$ cat config.mk
export PLATFORM = sky130hd
export DESIGN_NAME = load_store_unit_mod
export DESIGN_NICKNAME = d
export VERILOG_FILES = /design/src/rtl/load_store_pkg.sv /design/src/rtl/load_store_lane_mod.sv /design/src/rtl/load_store_unit_mod.sv
export SDC_FILE = /design/constraint.sdc
export NUM_CORES = 1
export LEC_CHECK = 0
export ABC_AREA = 0
export CAP_MARGIN = 20
export CORE_MARGIN = 5
export CORE_UTILIZATION = 35
export DETAILED_ROUTE_END_ITERATION = 8
export GPL_TIMING_DRIVEN = 0
export MAX_ROUTING_LAYER = met4
export PLACE_DENSITY = 0.77
export SLEW_MARGIN = 20
export SYNTH_ARGS = -nofsm -noshare
export SYNTH_HDL_FRONTEND = slang
export SYNTH_HIERARCHICAL = 1
export SYNTH_SLANG_ARGS = --single-unit
export TNS_END_PERCENT = 20
$ cat constraint.sdc
create_clock -name clk -period 1.51 [get_ports clk]
set_input_delay 0.3775 -clock clk [delete_from_list [all_inputs] [get_ports clk]]
set_output_delay 0.3775 -clock clk [all_outputs]
set_load 0.02 [all_outputs]
$ cat src/rtl/load_store_pkg.sv
// Shared types and constants for the load/store unit.
// Optional feature macro: LOAD_STORE_SUBWORD_EN (byte/half access support).
package load_store_pkg;

  localparam int DATA_W = 32;

  // Access size encodings carried on req_size_i
  localparam logic [1:0] SIZE_BYTE = 2'b00;
  localparam logic [1:0] SIZE_HALF = 2'b01;
  localparam logic [1:0] SIZE_WORD = 2'b10;

  typedef enum logic [2:0] {
    ST_IDLE   = 3'd0,
    ST_LOAD   = 3'd1,
    ST_RMW_RD = 3'd2,
    ST_WRITE  = 3'd3,
    ST_RESP   = 3'd4,
    ST_ERR    = 3'd5
  } lsu_state_e;

  // True when a request must be rejected: bad size or address not aligned to it.
  function automatic logic req_illegal(input logic [1:0] size, input logic [1:0] off);
`ifdef LOAD_STORE_SUBWORD_EN
    logic bad;
    case (size)
      SIZE_BYTE: bad = 1'b0;
      SIZE_HALF: bad = off[0];
      SIZE_WORD: bad = (off != 2'b00);
      default:   bad = 1'b1;
    endcase
    return bad;
`else
    return (size != SIZE_WORD) || (off != 2'b00);
`endif
  endfunction

endpackage

$ cat src/rtl/load_store_lane_mod.sv
// Byte/half lane handling: load extraction with sign/zero extension and
// store merging of sub-word data into a previously read word. Combinational.
module load_store_lane_mod
  import load_store_pkg::*;
(
  input  logic [1:0]        size_i,
  input  logic [1:0]        offset_i,
  input  logic              unsigned_i,
  input  logic [DATA_W-1:0] rd_word_i,
  input  logic [DATA_W-1:0] old_word_i,
  input  logic [DATA_W-1:0] new_data_i,
  output logic [DATA_W-1:0] load_data_o,
  output logic [DATA_W-1:0] merged_word_o
);

  logic [7:0]  byte_sel;
  logic [15:0] half_sel;

  // Pick the addressed lane out of the read word and extend it
  always_comb begin
    byte_sel = rd_word_i[7:0];
    case (offset_i)
      2'd0:    byte_sel = rd_word_i[7:0];
      2'd1:    byte_sel = rd_word_i[15:8];
      2'd2:    byte_sel = rd_word_i[23:16];
      default: byte_sel = rd_word_i[31:24];
    endcase
    half_sel = offset_i[1] ? rd_word_i[31:16] : rd_word_i[15:0];
    case (size_i)
      SIZE_BYTE: load_data_o = unsigned_i ? {24'h0, byte_sel} : {{24{byte_sel[7]}}, byte_sel};
      SIZE_HALF: load_data_o = unsigned_i ? {16'h0, half_sel} : {{16{half_sel[15]}}, half_sel};
      default:   load_data_o = rd_word_i;
    endcase
  end

  // Replace only the addressed lane(s) of the old word with the store data
  always_comb begin
    merged_word_o = old_word_i;
    case (size_i)
      SIZE_BYTE: begin
        case (offset_i)
          2'd0:    merged_word_o[7:0]   = new_data_i[7:0];
          2'd1:    merged_word_o[15:8]  = new_data_i[7:0];
          2'd2:    merged_word_o[23:16] = new_data_i[7:0];
          default: merged_word_o[31:24] = new_data_i[7:0];
        endcase
      end
      SIZE_HALF: begin
        if (offset_i[1]) merged_word_o[31:16] = new_data_i[15:0];
        else             merged_word_o[15:0]  = new_data_i[15:0];
      end
      default: merged_word_o = new_data_i;
    endcase
  end

endmodule

$ cat src/rtl/load_store_unit_mod.sv
// Load/store unit: drives a word-wide data memory from MEM-stage requests.
// Optional feature macro: LOAD_STORE_SUBWORD_EN enables byte/half accesses
// (extension on loads, read-modify-write on stores). Without it only aligned
// word accesses are accepted; everything else is answered with misalign_o.
//
// Handshake: a request transfers on a rising edge where req_valid_i and
// req_ready_o are both high; req_ready_o is high only in IDLE, and the request
// fields are sampled only on that edge. rsp_valid_o is a one-cycle pulse with
// misalign_o and rsp_rdata_o valid alongside it; there is no back-pressure on
// the response.
module load_store_unit_mod
  import load_store_pkg::*;
#(
  parameter int N = 10
) (
  input  logic              clk,
  input  logic              rst_n,
  input  logic              req_valid_i,
  output logic              req_ready_o,
  input  logic              req_we_i,
  input  logic [1:0]        req_size_i,
  input  logic              req_unsigned_i,
  input  logic [N-1:0]      req_addr_i,
  input  logic [DATA_W-1:0] req_wdata_i,
  output logic              rsp_valid_o,
  output logic [DATA_W-1:0] rsp_rdata_o,
  output logic              misalign_o,
  output logic [N-1:0]      mem_address_o,
  output logic [DATA_W-1:0] mem_write_data_o,
  output logic              mem_write_en_o,
  input  logic [DATA_W-1:0] mem_read_data_i
);

  lsu_state_e        state_q;
  logic              rsp_valid_q;
  logic              misalign_q;
  logic [DATA_W-1:0] rdata_q;
  logic [N-1:0]      mem_addr_q;
  logic [DATA_W-1:0] mem_wdata_q;
  logic              mem_we_q;
  logic [DATA_W-1:0] load_data;

`ifdef LOAD_STORE_SUBWORD_EN
  logic [1:0]        off_q;
  logic [1:0]        size_q;
  logic              uns_q;
  logic [DATA_W-1:0] wdata_q;
  logic [DATA_W-1:0] merged_word;

  load_store_lane_mod u_lane (
    .size_i        (size_q),
    .offset_i      (off_q),
    .unsigned_i    (uns_q),
    .rd_word_i     (mem_read_data_i),
    .old_word_i    (mem_read_data_i),
    .new_data_i    (wdata_q),
    .load_data_o   (load_data),
    .merged_word_o (merged_word)
  );
`else
  logic unused_req_unsigned;
  assign unused_req_unsigned = req_unsigned_i;
  assign load_data = mem_read_data_i;
`endif

  // Request sequencing FSM; every output is a register or a state decode
  always_ff @(posedge clk or negedge rst_n) begin
    if (!rst_n) begin
      state_q     <= ST_IDLE;
      rsp_valid_q <= 1'b0;
      misalign_q  <= 1'b0;
      rdata_q     <= '0;
      mem_addr_q  <= '0;
      mem_wdata_q <= '0;
      mem_we_q    <= 1'b0;
`ifdef LOAD_STORE_SUBWORD_EN
      off_q       <= '0;
      size_q      <= '0;
      uns_q       <= 1'b0;
      wdata_q     <= '0;
`endif
    end else begin
      rsp_valid_q <= 1'b0;
      misalign_q  <= 1'b0;
      mem_we_q    <= 1'b0;
      case (state_q)
        ST_IDLE: begin
          rdata_q <= '0;
          if (req_valid_i) begin
            if (req_illegal(req_size_i, req_addr_i[1:0])) begin
              // Rejected without touching memory; response goes out next cycle
              state_q     <= ST_ERR;
              rsp_valid_q <= 1'b1;
              misalign_q  <= 1'b1;
            end else begin
              mem_addr_q <= {req_addr_i[N-1:2], 2'b00};
`ifdef LOAD_STORE_SUBWORD_EN
              off_q      <= req_addr_i[1:0];
              size_q     <= req_size_i;
              uns_q      <= req_unsigned_i;
              wdata_q    <= req_wdata_i;
`endif
              if (!req_we_i) begin
                state_q <= ST_LOAD;
`ifdef LOAD_STORE_SUBWORD_EN
              end else if (req_size_i != SIZE_WORD) begin
                state_q <= ST_RMW_RD;
`endif
              end else begin
                state_q     <= ST_WRITE;
                mem_we_q    <= 1'b1;
                mem_wdata_q <= req_wdata_i;
              end
            end
          end
        end
        ST_LOAD: begin
          rdata_q     <= load_data;
          rsp_valid_q <= 1'b1;
          state_q     <= ST_RESP;
        end
        ST_RMW_RD: begin
`ifdef LOAD_STORE_SUBWORD_EN
          mem_wdata_q <= merged_word;
          mem_we_q    <= 1'b1;
          state_q     <= ST_WRITE;
`else
          state_q     <= ST_IDLE;
`endif
        end
        ST_WRITE: begin
          rdata_q     <= '0;
          rsp_valid_q <= 1'b1;
          state_q     <= ST_RESP;
        end
        ST_RESP: state_q <= ST_IDLE;
        ST_ERR:  state_q <= ST_IDLE;
        default: state_q <= ST_IDLE;
      endcase
    end
  end

  assign req_ready_o      = (state_q == ST_IDLE);
  assign rsp_valid_o      = rsp_valid_q;
  assign rsp_rdata_o      = rdata_q;
  assign misalign_o       = misalign_q;
  assign mem_address_o    = mem_addr_q;
  assign mem_write_data_o = mem_wdata_q;
  assign mem_write_en_o   = mem_we_q;

endmodule

==> run_results.csv <==
group,metric,value,unit
status,status,"complete, but fails checks",
status,violations,"hold timing, setup timing",
synthesis,synth_fa_ha_area_share,0,%
clock_network,cts_tree,"yes",
cells_and_area,multiInputGateArea,962,um^2
placed_design,gp_congestion,0.718,
sta,relSlewSlack,65.9,%
placed_design,dp_hpwl,5460,um
sta,slew_viol_final,0,
synthesis,synth_compound_area_share,10.6,%
sta,setup_viol,33,
cells_and_area,seqCellArea,1950,um^2
pwr,powerDensity,1560,nW/um^2
pwr,p_clk_share,21.7,%
pwr,p_int,5.09,mW
synthesis,synth-seq-area-share,68.1,%
routing,vias,2140,
routing,drtAntennaViolNets,0,
clock_network,cts_buffers,9,
synthesis,synth_top_family_by_area,"multiplexers",
synthesis,yosys-top-cells-area,"dfrtp_1 (68%), mux2_1 (11%), a22o_1 (9.8%)",
die,core_region_area,8090,um^2
cells_and_area,finalNetCount,433,
worst_setup_path,critPathLaunch,"req_size_i[1]",
pwr,irDropWorstVdd,0.879,mV
routing,first_pass_iters,4,
clock_network,root_buffer,"clkbuf_8",
die,die_h,101,um
clock_network,htreeDepth,3,
global_route,grt-ovfl-total,0,
sta,skew,0.0109,ns
global_route,grt_start_max_net_pins,41,
cells_and_area,final_common_cell,"dlygate4sd2_1",
die,start_util,35.4,%
pwr,combinationalPowerShare,38.7,%
sta,report.final.hold_viol_count,3,
cells_and_area,finalInstanceArea,4970,um^2
synthesis,synth_area,2870,um^2
global_route,grtUsageTotal,15.3,%
sta,layout_setup_ws,-0.154,ns
global_route,antenna_found_initial,1,
pwr,leakage,2.58,nW
die,io_pins,159,
global_route,grt_pass1_vias,2353,
synthesis,synth_cell_types,18,
placed_design,portBuffers,155,
global_route,grt_pass1_wl,11800,um
cells_and_area,fillers,674,
die,die_w,101,um
sta,period_share,110,%
routing,drtIter0Drc,36,
pwr,switching_share,34.2,%
worst_setup_path,crit_arrival,1.88,ns
synthesis,yosys_register_bits,78,
clock_network,clock-sinks,78,
clock_network,clk_latency,0.34,ns
worst_setup_path,worstRegToRegCells,5,
worst_setup_path,r2r_start,"state_q[1]$_DFFE_PN0P_",
sta,hold_slack,-0.00505,ns
synthesis,synth-xor-area-share,0,%
sta,rsz0062_at_grt,"true",
die,fp.dieArea,10100,um^2
placed_design,post_dp_cell_area,4580,um^2
synthesis,synth_top_area_cell,"dfrtp_1",
worst_setup_path,cp.required,1.73,ns
cells_and_area,final_cell_mix,"dlygate4sd2_1 (78), dfrtp_1 (77), clkdlybuf4s50_1 (74)",
routing,wire_per_inst,16.6,um
clock_network,path_clk_slew,0.08,ns
synthesis,syn_inst,175,
job,cap_violations,0,
synthesis,ys_warn_count,6,
synthesis,avgSynthCellArea,16.4,um^2
sta,tns,-3.92,ns
sta,finalCriticalPeriod,1.66,ns
clock_network,cts_hold_buf,0,
routing,drc,0,
sta,worst_slew_pin_slew,0.511,ns
pwr,power_switching,2.65,mW
worst_setup_path,critPathKind,"in2reg",
synthesis,synthMuxAreaShare,15.7,%
routing,wirelength,7670,um
hold_path,hp-class,"in2async",
worst_setup_path,crit_path_end_kind,"flop",
worst_setup_path,cp_max_fo,8,
synthesis,yosys.area_share.simple,2.49,%
sta,timing.fmax,601,MHz
synthesis,yosysTopAreaCellShare,68.1,%
pwr,pwr-share-seq,39.6,%
worst_setup_path,cp-start-kind,"primary input",
cells_and_area,drive_gt1_share,23.7,%
die,fp-row-count,33,
clock_network,cts_max_path_buffers,2,
cells_and_area,syn2layout_area_growth,73.3,%
routing,vias_per_cell,4.64,
-- power by group through the flow --
stage / Clock [mW] / Sequential (mW) / Combinational, mW
floorplan: 0 / 3.84 / 0.758
global placement: 0 / 3.08 / 3.22
detailed placement: 0 / 3.09 / 3.27
CTS: 1.72 / 3.05 / 2.94
global route: 1.80 / 3.15 / 3.20
finish: 1.68 / 3.06 / 3.00
-- Yosys cell counts --
master,number
a21o_1,1
a22o_1,32
and3_1,2
buf_2,3
buf_4,3
buf_6,3
clkbuf_1,3
conb_1,1
dfrtp_1,78
inv_1,1
mux2_1,29
mux2_2,11
nand2_1,1
nor2b_1,1
nor3_1,2
nor4b_2,1
nor4b_4,1
o21bai_1,2
-- state kept, by name, summed over array words and instances, names as in the netlist --
| register | cells |
|---|---|
| state_q | 3 |
| misalign_o | 1 |
| mem_write_data_o | 32 |
| mem_write_en_o | 1 |
| rsp_rdata_o | 32 |
| mem_address_o | 8 |
| rsp_valid_o | 1 |
-- critical path, stage by stage --
cell,delay [ns]
clkdlybuf4s50_1,0.45
nor4b_4,0.21
and3_4,0.24
buf_12,0.14
clkbuf_16,0.15
mux2_4,0.30
-- layer usage --
metal / track usage (%) / part of all wire, %
met1: 20.4 / 43
met2: 22.6 / 47
met3: 4.22 / 8.2
met4: 5.28 / 1.2
met5: - / 0
-- metrics by stage --
stage	power [mW]	std cells	util, %	setup slack (ns)
final	7.74	461	61.4	-0.154
after global routing	8.15	461	61.4	-0.205
after CTS	7.71	457	59.7	-0.184
after detailed placement	6.37	437	56.6	-0.658
after global placement	6.30	436	56.4	-2.62
after floorplan	4.60	176	-	-0.0951
-- area by class of cell --
| cell class | instances | share of cell area [%] |
|---|---|---|
| Sequential cell | 78 | 39.3 |
| Buffer | 12 | 2.22 |
| Inverter | 1 | 0.0756 |
| Tap cell | 105 | 2.64 |
| Clock buffer | 10 | 2.77 |
| Clock inverter | 4 | 1.46 |
| Antenna cell | 1 | 0.0504 |
| Timing Repair Buffer | 165 | 32.1 |
| Multi-Input combinational cell | 85 | 19.4 |
-- what timing repair did --
item / in CTS / in global routing
setup buffers: 5 / 1
gates cloned: 1 / 2
pin swaps: 3 / 1
endpoints found under the setup margin: 146 / 64
resized for setup: 104 / 26
-- logic make-up after synthesis --
logic type / Yosys count
AOI/OAI and AO/OA: 35
buffers and inverters: 13
DFF: 78
muxes: 40
other: 1
and+or+nand+nor: 8
-- worst paths after layout --
path,slack [ns],to
min in group clk,0.47,state_q[0]$_DFFE_PN0P_
worst min-delay path,-0.005,mem_write_data_o[24]$_DFFE_PN0P_
worst min register to register,0.50,rsp_rdata_o[16]$_DFFE_PN0P_
worst max register to register,-0.15,mem_write_data_o[14]$_DFFE_PN0P_
worst max-delay path,-0.15,mem_write_data_o[14]$_DFFE_PN0P_
max in group asynchronous,0.91,state_q[2]$_DFFE_PN0P_
Power figures use the tool's default switching activity.
